===== config.mk =====
export PLATFORM = sky130hd
export DESIGN_NAME = display_scheduler_flat
export DESIGN_NICKNAME = d
export VERILOG_FILES = /design/src/rtl/display_scheduler_if.sv /design/src/rtl/display_scheduler.sv /design/src/flat_wrapper.sv
export SDC_FILE = /design/constraint.sdc
export NUM_CORES = 1
export LEC_CHECK = 0
export ABC_AREA = 1
export BUFFER_PORTS_ARGS = -buffer_cell sky130_fd_sc_hd__buf_2
export CORE_ASPECT_RATIO = 0.8
export CORE_MARGIN = 2
export CORE_UTILIZATION = 52
export CTS_BUF_LIST = sky130_fd_sc_hd__clkbuf_4
export DETAILED_ROUTE_END_ITERATION = 7
export HOLD_SLACK_MARGIN = 0.02
export PLACE_DENSITY = 0.84
export SLEW_MARGIN = 25
export SYNTH_ARGS = -nofsm -noshare
export SYNTH_HDL_FRONTEND = slang
export SYNTH_SLANG_ARGS = --single-unit

===== constraint.sdc =====
create_clock -name clk -period 1.68 [get_ports clk]
set_input_delay 0 -clock clk [delete_from_list [all_inputs] [get_ports clk]]
set_output_delay 0 -clock clk [all_outputs]
set_load 0.03 [all_outputs]

===== src/rtl/display_scheduler_if.sv =====
// Display scheduler signal bundle: base-page inputs, message handshake and the eight display digits.
interface display_scheduler_if;
    logic [15:0] time_bcd;
    logic [15:0] score_bcd;
    logic        blink_en;
    logic        msg_req;
    logic [31:0] msg_data;
    logic        msg_cancel;
    logic        msg_ack;
    logic        msg_busy;
    logic [3:0]  display7;
    logic [3:0]  display6;
    logic [3:0]  display5;
    logic [3:0]  display4;
    logic [3:0]  display3;
    logic [3:0]  display2;
    logic [3:0]  display1;
    logic [3:0]  display0;

    modport master (
        output time_bcd, score_bcd, blink_en, msg_req, msg_data, msg_cancel,
        input  msg_ack, msg_busy,
        input  display7, display6, display5, display4,
        input  display3, display2, display1, display0
    );

    modport slave (
        input  time_bcd, score_bcd, blink_en, msg_req, msg_data, msg_cancel,
        output msg_ack, msg_busy,
        output display7, display6, display5, display4,
        output display3, display2, display1, display0
    );
endinterface


===== src/rtl/display_scheduler.sv =====
// Chooses what the 8-digit display shows: timer/score base page, or a timed message borrowed
// through a req/ack handshake. Also blinks the timer field and blanks leading score zeros.
module display_scheduler #(
    parameter int unsigned HOLD_TICKS  = 100_000_000,
    parameter int unsigned BLINK_TICKS = 25_000_000
) (
    input  logic               clk,
    input  logic               rst,
    display_scheduler_if.slave bus
);

    localparam int unsigned HOLD_W  = (HOLD_TICKS  > 1) ? $clog2(HOLD_TICKS)  : 1;
    localparam int unsigned BLINK_W = (BLINK_TICKS > 1) ? $clog2(BLINK_TICKS) : 1;
    localparam int unsigned DIGITS  = 8;
    localparam logic [HOLD_W-1:0]  HOLD_LAST  = HOLD_W'(HOLD_TICKS - 1);
    localparam logic [BLINK_W-1:0] BLINK_LAST = BLINK_W'(BLINK_TICKS - 1);
    localparam logic [3:0]         BLANK      = 4'hF;

    typedef enum logic {
        ST_BASE = 1'b0,
        ST_MSG  = 1'b1
    } state_t;

    state_t               state, state_nxt;
    logic [HOLD_W-1:0]    hold_cnt, hold_cnt_nxt;
    logic [BLINK_W-1:0]   blink_cnt, blink_cnt_nxt;
    logic                 blink_hidden, blink_hidden_nxt;
    logic [31:0]          msg_reg, msg_reg_nxt;
    logic                 ack_nxt;
    logic                 ack_q, busy_q;
    logic [31:0]          disp_nxt, disp_q;
    logic [15:0]          score;
    logic [3:0]           nib;

    // State, counters and all registered outputs
    always_ff @(posedge clk) begin
        if (rst) begin
            state        <= ST_BASE;
            hold_cnt     <= '0;
            blink_cnt    <= '0;
            blink_hidden <= 1'b0;
            msg_reg      <= '1;
            ack_q        <= 1'b0;
            busy_q       <= 1'b0;
            disp_q       <= '1;
        end else begin
            state        <= state_nxt;
            hold_cnt     <= hold_cnt_nxt;
            blink_cnt    <= blink_cnt_nxt;
            blink_hidden <= blink_hidden_nxt;
            msg_reg      <= msg_reg_nxt;
            ack_q        <= ack_nxt;
            busy_q       <= (state_nxt == ST_MSG);
            disp_q       <= disp_nxt;
        end
    end

    // Next-state, blink phase and display selection
    always_comb begin
        state_nxt        = state;
        hold_cnt_nxt     = hold_cnt;
        msg_reg_nxt      = msg_reg;
        ack_nxt          = 1'b0;
        blink_cnt_nxt    = '0;
        blink_hidden_nxt = 1'b0;
        disp_nxt         = '1;
        score            = bus.score_bcd;
        nib              = 4'h0;

        if (state == ST_BASE) begin
            if (bus.msg_req && !bus.msg_cancel) begin
                state_nxt    = ST_MSG;
                msg_reg_nxt  = bus.msg_data;
                hold_cnt_nxt = HOLD_LAST;
                ack_nxt      = 1'b1;
            end
        end else begin
            if ((hold_cnt == '0) || bus.msg_cancel) begin
                state_nxt = ST_BASE;
            end else begin
                hold_cnt_nxt = hold_cnt - HOLD_W'(1);
            end
        end

        // Counter stays parked at zero with the phase visible whenever blinking is off
        if (bus.blink_en) begin
            if (blink_cnt == BLINK_LAST) begin
                blink_cnt_nxt    = '0;
                blink_hidden_nxt = ~blink_hidden;
            end else begin
                blink_cnt_nxt    = blink_cnt + BLINK_W'(1);
                blink_hidden_nxt = blink_hidden;
            end
        end

        if (state == ST_MSG) begin
            for (int i = 0; i < DIGITS; i++) begin
                nib = msg_reg[i*4 +: 4];
                disp_nxt[i*4 +: 4] = (nib > 4'd9) ? BLANK : nib;
            end
        end else begin
            disp_nxt[31:16] = blink_hidden ? 16'hFFFF : bus.time_bcd;
            // Leading-zero blanking only looks at zero nibbles; non-BCD values count as nonzero
            disp_nxt[15:12] = (score[15:12] == 4'h0) ? BLANK : score[15:12];
            disp_nxt[11:8]  = (score[15:8]  == 8'h0) ? BLANK : score[11:8];
            disp_nxt[7:4]   = (score[15:4]  == 12'h0) ? BLANK : score[7:4];
            disp_nxt[3:0]   = score[3:0];
        end
    end

    assign bus.msg_ack  = ack_q;
    assign bus.msg_busy = busy_q;
    assign bus.display7 = disp_q[31:28];
    assign bus.display6 = disp_q[27:24];
    assign bus.display5 = disp_q[23:20];
    assign bus.display4 = disp_q[19:16];
    assign bus.display3 = disp_q[15:12];
    assign bus.display2 = disp_q[11:8];
    assign bus.display1 = disp_q[7:4];
    assign bus.display0 = disp_q[3:0];

endmodule


===== src/flat_wrapper.sv =====
// flat-port wrapper written by rule: the top's interface ports become plain ports
module display_scheduler_flat 
#(
    parameter int unsigned HOLD_TICKS  = 100_000_000,
    parameter int unsigned BLINK_TICKS = 25_000_000
)
  (clk, rst, bus_time_bcd, bus_score_bcd, bus_blink_en, bus_msg_req, bus_msg_data, bus_msg_cancel, bus_msg_ack, bus_msg_busy, bus_display7, bus_display6, bus_display5, bus_display4, bus_display3, bus_display2, bus_display1, bus_display0);
  display_scheduler_if bus_i ();
  input  logic clk;
  input  logic rst;
  input wire logic [$bits(bus_i.time_bcd)-1:0] bus_time_bcd;
  input wire logic [$bits(bus_i.score_bcd)-1:0] bus_score_bcd;
  input wire logic [$bits(bus_i.blink_en)-1:0] bus_blink_en;
  input wire logic [$bits(bus_i.msg_req)-1:0] bus_msg_req;
  input wire logic [$bits(bus_i.msg_data)-1:0] bus_msg_data;
  input wire logic [$bits(bus_i.msg_cancel)-1:0] bus_msg_cancel;
  output wire logic [$bits(bus_i.msg_ack)-1:0] bus_msg_ack;
  output wire logic [$bits(bus_i.msg_busy)-1:0] bus_msg_busy;
  output wire logic [$bits(bus_i.display7)-1:0] bus_display7;
  output wire logic [$bits(bus_i.display6)-1:0] bus_display6;
  output wire logic [$bits(bus_i.display5)-1:0] bus_display5;
  output wire logic [$bits(bus_i.display4)-1:0] bus_display4;
  output wire logic [$bits(bus_i.display3)-1:0] bus_display3;
  output wire logic [$bits(bus_i.display2)-1:0] bus_display2;
  output wire logic [$bits(bus_i.display1)-1:0] bus_display1;
  output wire logic [$bits(bus_i.display0)-1:0] bus_display0;
  assign bus_i.time_bcd = bus_time_bcd;
  assign bus_i.score_bcd = bus_score_bcd;
  assign bus_i.blink_en = bus_blink_en;
  assign bus_i.msg_req = bus_msg_req;
  assign bus_i.msg_data = bus_msg_data;
  assign bus_i.msg_cancel = bus_msg_cancel;
  assign bus_msg_ack = bus_i.msg_ack;
  assign bus_msg_busy = bus_i.msg_busy;
  assign bus_display7 = bus_i.display7;
  assign bus_display6 = bus_i.display6;
  assign bus_display5 = bus_i.display5;
  assign bus_display4 = bus_i.display4;
  assign bus_display3 = bus_i.display3;
  assign bus_display2 = bus_i.display2;
  assign bus_display1 = bus_i.display1;
  assign bus_display0 = bus_i.display0;
  display_scheduler #(.HOLD_TICKS(HOLD_TICKS), .BLINK_TICKS(BLINK_TICKS)) u_core (.clk(clk), .rst(rst), .bus(bus_i));
endmodule

[Yosys cells after proc, flatten, opt, wreduce, memory -nomap -nowiden]
Index checks and enable logic that the tools add are counted.
Cells by class
  add/sub/neg operators: 2
  magnitude comparators: 8
  eq/ne operators: 2
  mux-type cells: 19
  bitwise gates (word level): 3
  reductions and logical operators: 13
Operators with widths (count)
  $mux W27: 3
  $mux W4: 11
  $gt A4 B4 Y1 const B: 8
  $mux W32: 1
  $logic_not A27 Y1: 1
  $sub A27 B1 Y27 const B: 1
  $add A25 B1 Y25 const B: 1
  $eq A25 B25 Y1 const B: 1
  $mux W16: 1
  $logic_not A12 Y1: 1
  $logic_not A8 Y1: 1
  $logic_not A4 Y1: 1
  $reduce_and A2 Y1: 2
  $reduce_or A2 Y1: 2
  $mux W1: 3
  $not A1 Y1: 3
  $reduce_or A3 Y1: 1
  $ne A2 B2 Y1 const B: 1
  $reduce_bool A2 Y1: 1
  $logic_and A1 B1 Y1: 1
  $logic_not A1 Y1: 1
  $logic_or A1 B1 Y1: 1
Word-level totals
  flip-flop bits (word level): 119
  input port bits: 69
  output and inout port bits: 34
  logic and storage cells: 54

[Depth between registers and ports, before layout]
Gate-level depths: netlist of run 1.
  depth after elaboration: 4
  gate-level depth with buffers: 12
  depth with buffers taken out: 12

[Worst setup path after synthesis of run 1]
Ideal clock, no wire load.
  path kind: reg2reg
  from: register u_core.state
  to: register u_core.hold_cnt[18]
  setup time: 0.125 ns
  arrival time: 1.535 ns
  data required time: 1.555 ns
  path slack: 0.020 ns
  cell stages (with the launch flop): 9
  path buffers: 1
  clock period less this slack: 1.660 ns
  cell sequence: dfxtp_1 -> inv_2 -> nor2_1 -> inv_1 -> nor2_4 -> buf_2 -> nand4_1 -> nand3_1 -> nand2_1
On the way
  word-level cells in the longest chain between the ends: 2
  elaborated cells on any way between the ends: 4
  classes of those cells: eq/ne: 1; mux: 1; reduce/logical: 2
Ends and longest elaborated chain
  start, declared: RTL line display_scheduler.sv:24  | state_t state, state_nxt;
  start signal, assigned: RTL line display_scheduler.sv:47  | state <= state_nxt;
  $ne A2 B2 Y1 (no line) or $reduce_bool A2 Y1 (tied branches)
  $reduce_and A2 Y1 (no line)
  end signal, assigned: RTL line display_scheduler.sv:48  | hold_cnt <= hold_cnt_nxt;
  end, declared: RTL line display_scheduler.sv:25  | logic [HOLD_W-1:0] hold_cnt, hold_cnt_nxt;
Several ways; a longest one is shown, not always the timed one.
A chain may end at the register's enable or synchronous reset.

[Worst setup path after layout of run 1]
  from: register u_core.hold_cnt[8]
  to: register u_core.hold_cnt[20]
On the way
  word-level cells in the longest chain between the ends: 4
  elaborated cells on any way between the ends: 7
  classes of those cells: add/sub: 1; eq/ne: 1; mux: 2; reduce/logical: 3
Ends and longest elaborated chain
  parallel branches: the longest is 4 deep, another holds $sub A27 B1 Y27
Parallel ways; which one is timed is not known. The select of a mux whose other input is x is not followed.

==> results of run 1 <==
-- cells in the final DEF, fill, tap and decap left out, types with 4 or more instances in the layout --
| cell | synthesis | routed |
|---|---|---|
| nand3_2 | 1 | 4 |
| nor2_2 | 3 | 12 |
| dlygate4sd3_1 | 0 | 73 |
| o21ai_0 | 15 | 14 |
| o32ai_1 | 18 | 18 |
| nand4_1 | 14 | 14 |
| xor2_1 | 10 | 10 |
| dfxtp_1 | 119 | 110 |
| xnor2_1 | 4 | 4 |
| buf_2 | 4 | 102 |
| nor2_4 | 4 | 7 |
| nand2_2 | 4 | 11 |
| clkbuf_4 | 0 | 18 |
| nand2_4 | 1 | 5 |
| nand3_1 | 41 | 38 |
| nor3_1 | 15 | 13 |
| inv_1 | 61 | 57 |
| a21oi_2 | 4 | 11 |
| nor2_1 | 107 | 95 |
| buf_6 | 0 | 5 |
| o22ai_1 | 7 | 7 |
| nor3b_1 | 5 | 5 |
| o22a_1 | 16 | 16 |
| a21oi_1 | 47 | 40 |
| o31ai_1 | 5 | 5 |
| inv_2 | 2 | 6 |
| dfxtp_2 | 0 | 7 |
| nand2_1 | 174 | 163 |
| buf_4 | 0 | 42 |
-- worst min-delay path: stages --
cell and delay, ns:
buf_2 0.09, nor2_1 0.05, inv_1 0.09, nor2_4 0.06, buf_6 0.13, nand3_1 0.06, nand3_1 0.07, nand2_1 0.05
-- area by class of cell --
class / count / area, sq um
timing repair buffer: 225 / 1680
tap: 136 / 170
inverter: 64 / 240
clock inverter: 14 / 149
clock buffer: 18 / 135
fill: 608 / 2280
sequential: 119 / 2400
multi-input combinational: 515 / 2760
-- routing by layer --
metal  vias up  track usage [%]
met4         0             22.0
li1       2842                -
met2       484             56.9
met1      2891             38.9
met5         -                0
met3       144             10.7
-- cells in the mapped netlist, types with 10 or more instances --
cell type	number
dfxtp_1	119
nand2_1	174
clkbuf_1	17
xor2_1	10
nor3_1	15
inv_1	61
nor2_1	107
nand3_1	41
o32ai_1	18
o21ai_0	15
nand4_1	14
o22a_1	16
a21oi_1	47
-- worst max-delay path by stage --
stage                          end  slack, ns               start
2_1_floorplan  u_core.hold_cnt[18]       0.02        u_core.state
3_3_place_gp   u_core.hold_cnt[15]       0.10  u_core.hold_cnt[1]
3_5_place_dp   u_core.hold_cnt[26]       0.06  u_core.hold_cnt[1]
4_1_cts        u_core.hold_cnt[26]       0.02  u_core.hold_cnt[1]
5_1_grt         u_core.hold_cnt[5]      -0.14  u_core.hold_cnt[8]
6_report       u_core.hold_cnt[20]      -0.10  u_core.hold_cnt[8]
-- power by group through the flow --
| stage | Clock [mW] | Sequential [mW] | Combinational [mW] |
|---|---|---|---|
| 2_1_floorplan | 0 | 3.19 | 0.568 |
| 3_3_place_gp | 0 | 3.10 | 1.03 |
| 3_5_place_dp | 0 | 3.10 | 1.04 |
| 4_1_cts | 2.09 | 3.04 | 1.19 |
| 5_1_grt | 2.27 | 3.07 | 1.47 |
| 6_report | 2.16 | 3.07 | 1.38 |
-- metrics by stage --
| stage | setup TNS [ns] | cell area (sq um) |
|---|---|---|
| after floorplan | 0 | 5320 |
| after detailed placement | 0 | 6270 |
| after global routing | -1.70 | 7530 |
| after global placement | 0 | 6270 |
| after CTS | 0 | 7280 |
| final | -0.377 | 7530 |
-- cells by family (layout without fill, tap and decap cells) --
group | Yosys count | in the layout | synth area share [%]
AOI/OAI and AO/OA | 119 | 119 | 14.7
xor gates and xnor gates | 14 | 14 | 2.30
adders and majority gates | 2 | 2 | 0.470
buffers and inverters | 88 | 321 | 6.51
DFF | 119 | 119 | 44.8
and+or+nand+nor | 380 | 380 | 31.2
-- what timing repair did --
action,CTS,global route
gates resized for setup,0,70
hold buffers,73,0
endpoints found under the hold margin,115,0
endpoints found under the setup margin,0,56
setup buffers,0,2
==> flow_metrics.tcl, run 1 <==
set metrics [dict create \
    ys_ff_latch 119 \
    place_worst_setup_slack_ns 0.0648 \
    drc 0 \
    grt.overflow.total 0 \
    cp_common_cell "nor2_4" \
    dieArea_sq_um 11100 \
    rows 32 \
    syn_area_per_cell_sq_um 7.37 \
    grt_pass1_vias 6177 \
    wl_met1_microns 7260 \
    highest_layer "met4" \
    synth_fp_nets 793 \
    path_cells "nor2_2 > nand2_2 > nor2_4 > nand2_4 > nor2_4 > nor2_4 > nor2_8 > clkbuf_16 > nand2_4 > a21oi_2" \
    critPathMaxStageDelay_ns 0.38 \
    ys_async_sr_fraction_pct 0 \
    leakagePower_nw 3.25 \
    synthesis.instances 722 \
    totalWireLength_microns 19900 \
    wl_met2_microns 9220 \
    synth_edf_count 0 \
    end_kind "flop" \
    cts.clk_slew.worst_paths_ns 0.11 \
    fin_ws_ns -0.103 \
    antenna_found_initial 0 \
    maxSlewHeadroom_pct 66.1 \
    pwr-share-comb_pct 20.9 \
    htreeDepth 4 \
    nNetsFinal 1013 \
    ant_nets 0 \
    outcome "finished, violations left" \
    final_util_pct 76.7 \
    fin_crit_ns 1.78 \
    groute.usage.overall_pct 34.6 \
    critPathKind "reg -> reg" \
    setup_violations 14 \
    p_sw_mw 2.16 \
    p_int_mw 4.44 \
    powerDensity_nw_per_um2 877 \
    cts_tree "built" \
    ys_seq_area_share_pct 44.8 \
    sw_frac_of_total_pct 32.8 \
    critical_path_depth 10 \
    cts.path.max_buffers 2 \
    die-height_microns 94.5 \
    fin_total_pwr_mw 6.60 \
    worstHoldPathCells 8 \
    crit_arrival_ns 2.26 \
    reg2reg_slack_ns -0.10 \
    worstPathMaxFanout 6 \
    area_growth_pct 41.5 \
    syn_area_sq_um 5320 \
    cpLargestDelayFamily "simple AND/OR/NAND/NOR gates" \
    synth_flop_cell "dfxtp_1" \
    die_w_microns 117 \
    seq_power_share_pct 46.4 \
    first_pass_iters 8 \
    ir_drop_mv 0.852 \
    holdPathEnd "u_core.hold_cnt[13]" \
    numCtsBuffers 17 \
    initial_core_util_pct 54.2 \
    vias 6361 \
    r2r_cells 10 \
    yosysTopAreaCell "dfxtp_1" \
    layout-drive-gt1-share_pct 27.0 \
    worst_setup_path_start_kind "flop" \
    synth_cell_types 40 \
    maxCapViolations 0 \
    via_per_inst 5.83 \
    ioPinCount 103 \
    slew_violations 0 \
    violations "setup timing" \
    ys.warnings.count 0 \
    synth_area_leaders "dfxtp_1 (45%), nand2_1 (12%), nor2_1 (7.5%)" \
    timing.rr.end "u_core.hold_cnt[20]" \
    clkLatencyLatePin_ns 0.56 \
    p_clk_share_pct 32.7 \
    worstHoldStart "bus_msg_cancel" \
    drt-initial-drc-count 670 \
    hold_slack_ns 0.0744 \
    hold_class "in -> reg" \
    root_buffer "clkbuf_4" \
    slowest_stage "dfxtp_1" \
    antenna_cells 0 \
    gp_congestion 0.906 \
    rsz0062_at_grt "true" \
    stdcell_count 1091 \
    cp.required_ns 2.16 \
    min_period_over_period_pct 106 \
    port_buffers 102 \
    synth_top_area_share_pct 44.8 \
    worst_pin_slew_ns 0.509 \
    grt_first_pass_wirelength_microns 29400 \
    dp_cells 984 \
    route.met3.wl_microns 1990 \
    wl_per_cell_microns 18.2 \
    r2r-start "u_core.hold_cnt[8]" \
    worst_clock_skew_ns 0.0299 \
    finalHoldViolCount 0 \
    max_freq_ghz 0.561 \
    clock_sinks 119 \
    dp_hpwl_microns 10300 \
    cp_num_buf_inv 1 \
    core_sq_um 9810 \
    grt_max_degree 34 \
]
No activity file was read; power rests on OpenSTA's default activity.
==> inputs of run 2 (changes only) <==
--- a/config.mk
+++ b/config.mk
@@ -9,11 +9,12 @@
 export BUFFER_PORTS_ARGS = -buffer_cell sky130_fd_sc_hd__buf_2
 export CORE_ASPECT_RATIO = 0.8
 export CORE_MARGIN = 2
-export CORE_UTILIZATION = 52
+export CORE_UTILIZATION = 23
 export CTS_BUF_LIST = sky130_fd_sc_hd__clkbuf_4
 export DETAILED_ROUTE_END_ITERATION = 7
 export HOLD_SLACK_MARGIN = 0.02
-export PLACE_DENSITY = 0.84
+export PLACE_DENSITY = 0.46
+export SKIP_LAST_GASP = 1
 export SLEW_MARGIN = 25
 export SYNTH_ARGS = -nofsm -noshare
 export SYNTH_HDL_FRONTEND = slang
==> run 2 against run 1 <==
Net effect:
- the flow now finishes without violations
- final cell count increased by 17%
- core utilization shrank 42 points
- register-to-register slack better by 0.17 ns
==> flow_metrics.tcl, run 2 (same netlist as run 1, synthesis figures left out) <==
set metrics [dict create \
    outcome "finished, final reports clean" \
    core_sq_um 22600 \
    wl_per_cell_microns 13.3 \
    reg2reg_slack_ns 0.06 \
    min_period_over_period_pct 96.3 \
    worstHoldPathCells 3 \
    maxSlewHeadroom_pct 66.9 \
    timing.rr.end "u_core.hold_cnt[22]" \
    crit_arrival_ns 2.08 \
    seq_area_sq_um 2400 \
    place_area_sq_um 6610 \
    cts_tree "built" \
    dieArea_sq_um 24400 \
    slowest_stage "dfxtp_2" \
    ioPinCount 103 \
    final_common_cell "nand2_1" \
    vias 5542 \
    fillerInstances 2390 \
    first_pass_iters 5 \
    nNetsFinal 1032 \
    die_w_microns 174 \
    groute.usage.overall_pct 14.1 \
    die-height_microns 140 \
    ant_nets 0 \
    worst_pin_slew_ns 0.496 \
    totalWireLength_microns 17000 \
    clkLatencyLatePin_ns 0.54 \
    layout-drive-gt1-share_pct 27.5 \
    setup_violations 0 \
    r2r-start "u_core.hold_cnt[1]" \
    antenna_found_initial 1 \
    via_per_inst 4.33 \
    rsz0062_at_grt "true" \
    fin_crit_ns 1.62 \
    clock_sinks 119 \
    gp_congestion 0.814 \
    max_freq_ghz 0.618 \
    initial_core_util_pct 23.5 \
    rows 49 \
    maxCapViolations 0 \
    layout_common_cells "nand2_1 (169), dfxtp_1 (105), buf_2 (102)" \
    grt_first_pass_wirelength_microns 27400 \
    grt_max_degree 30 \
    path_cells "inv_2 > ha_4 > nand2_2 > nor2_4 > nand2_4 > nor2_4 > nor2_4 > nor2_8 > clkbuf_16 > nand2_1 > a21oi_1" \
    holdPathEnd "u_core.msg_reg[8]" \
    leakagePower_nw 3.35 \
    drt-initial-drc-count 289 \
    dp_hpwl_microns 12000 \
    end_kind "flop" \
    cp_common_cell "nor2_4" \
    critPathKind "reg -> reg" \
    r2r_cells 11 \
    area_growth_pct 48.0 \
    drc 0 \
    ir_drop_mv 0.500 \
    worst_clock_skew_ns 0.0208 \
    hold_class "in -> reg" \
    cts.clk_slew.worst_paths_ns 0.11 \
    worstHoldStart "bus_msg_data[8]" \
    cp.required_ns 2.14 \
    worstPathMaxFanout 6 \
    worst_setup_path_start_kind "flop" \
    grt_pass1_vias 5463 \
    powerDensity_nw_per_um2 813 \
    htreeDepth 4 \
    critPathMaxStageDelay_ns 0.34 \
    design_area_sq_um 7870 \
    finalHoldViolCount 0 \
    numCtsBuffers 17 \
    multi_input_area_sq_um 2730 \
    port_buffers 102 \
    root_buffer "clkbuf_4" \
    grt.overflow.total 0 \
    fin_total_pwr_mw 6.40 \
    cts.path.max_buffers 2 \
    slew_violations 0 \
]
run 2: cell count changes in the layout (fill, tap and decap cells not counted), moves of 3 or more:
cell,delta
nor2_4,+3
dfxtp_1,-5
nand2_4,-3
inv_6,-3
a21oi_1,+5
a21oi_2,-5
nand2_1,+6
dfxtp_2,+6
clkinv_2,+4
buf_6,-3
inv_2,-3
buf_4,+18
nand2_2,-3
run 2: metrics by stage:
step	utilization, %	cells	worst slack (ns)	setup TNS, ns	hold WS (ns)
after floorplan	-	722	0.0200	0	0.0839
after detailed placement	29.2	1169	0.0247	0	0.216
after global routing	34.8	1279	-0.0364	-0.288	0.163
after global placement	29.2	1169	0.0538	0	0.200
final	34.8	1279	0.0622	0	0.205
after CTS	33.5	1272	0.0108	0	0.138
run 2: timing repair:
action | CTS | global route
hold buffers | 73 | 0
hold endpoints to repair | 108 | 0
setup endpoints to repair | 0 | 54
buffers inserted | 0 | 3
gates resized for setup | 0 | 61
run 2: metal layers:
metal / vias to the layer above / global-route usage [%] / share of wire, %
li1: 2879 / - / -
met1: 2525 / 18.7 / 50
met2: 120 / 22.0 / 44
met3: 18 / 3.94 / 4.5
met4: 0 / 4.69 / 1.6
met5: - / 0 / 0
run 2: worst max path at each step:
stage,from,end,slack [ns],cells past startpoint
after CTS,u_core.hold_cnt[1],u_core.hold_cnt[26],0.01,11
after global placement,u_core.hold_cnt[0],u_core.hold_cnt[15],0.05,9
after floorplan,u_core.state,u_core.hold_cnt[18],0.02,8
after detailed placement,u_core.hold_cnt[0],u_core.hold_cnt[11],0.02,11
after global routing,u_core.hold_cnt[23],u_core.hold_cnt[12],-0.04,10
final,u_core.hold_cnt[1],u_core.hold_cnt[22],0.06,11
run 2: critical path: cells and delay by family (launching register included):
family,cells,cell delay [ns]
flops,1,0.34
simple gates,7,0.69
fa+ha+maj,1,0.13
buf+inv,2,0.25
compound gates,1,0.11
run 2: layout make-up:
type / instances / area share, %
multi-input combinational: 515 / 34.7
inverter: 64 / 3.08
sequential: 119 / 30.5
antenna: 1 / 0.0318
clock buffer: 19 / 1.81
timing repair buffer: 244 / 23.6
clock inverter: 11 / 1.40
tap: 306 / 4.86
run 2: report_power, final:
| part | switching, mW | internal [mW] |
|---|---|---|
| clock network | 1.14 | 0.879 |
| registers | 0.0867 | 2.96 |
| logic | 0.732 | 0.602 |
| total | 1.96 | 4.44 |
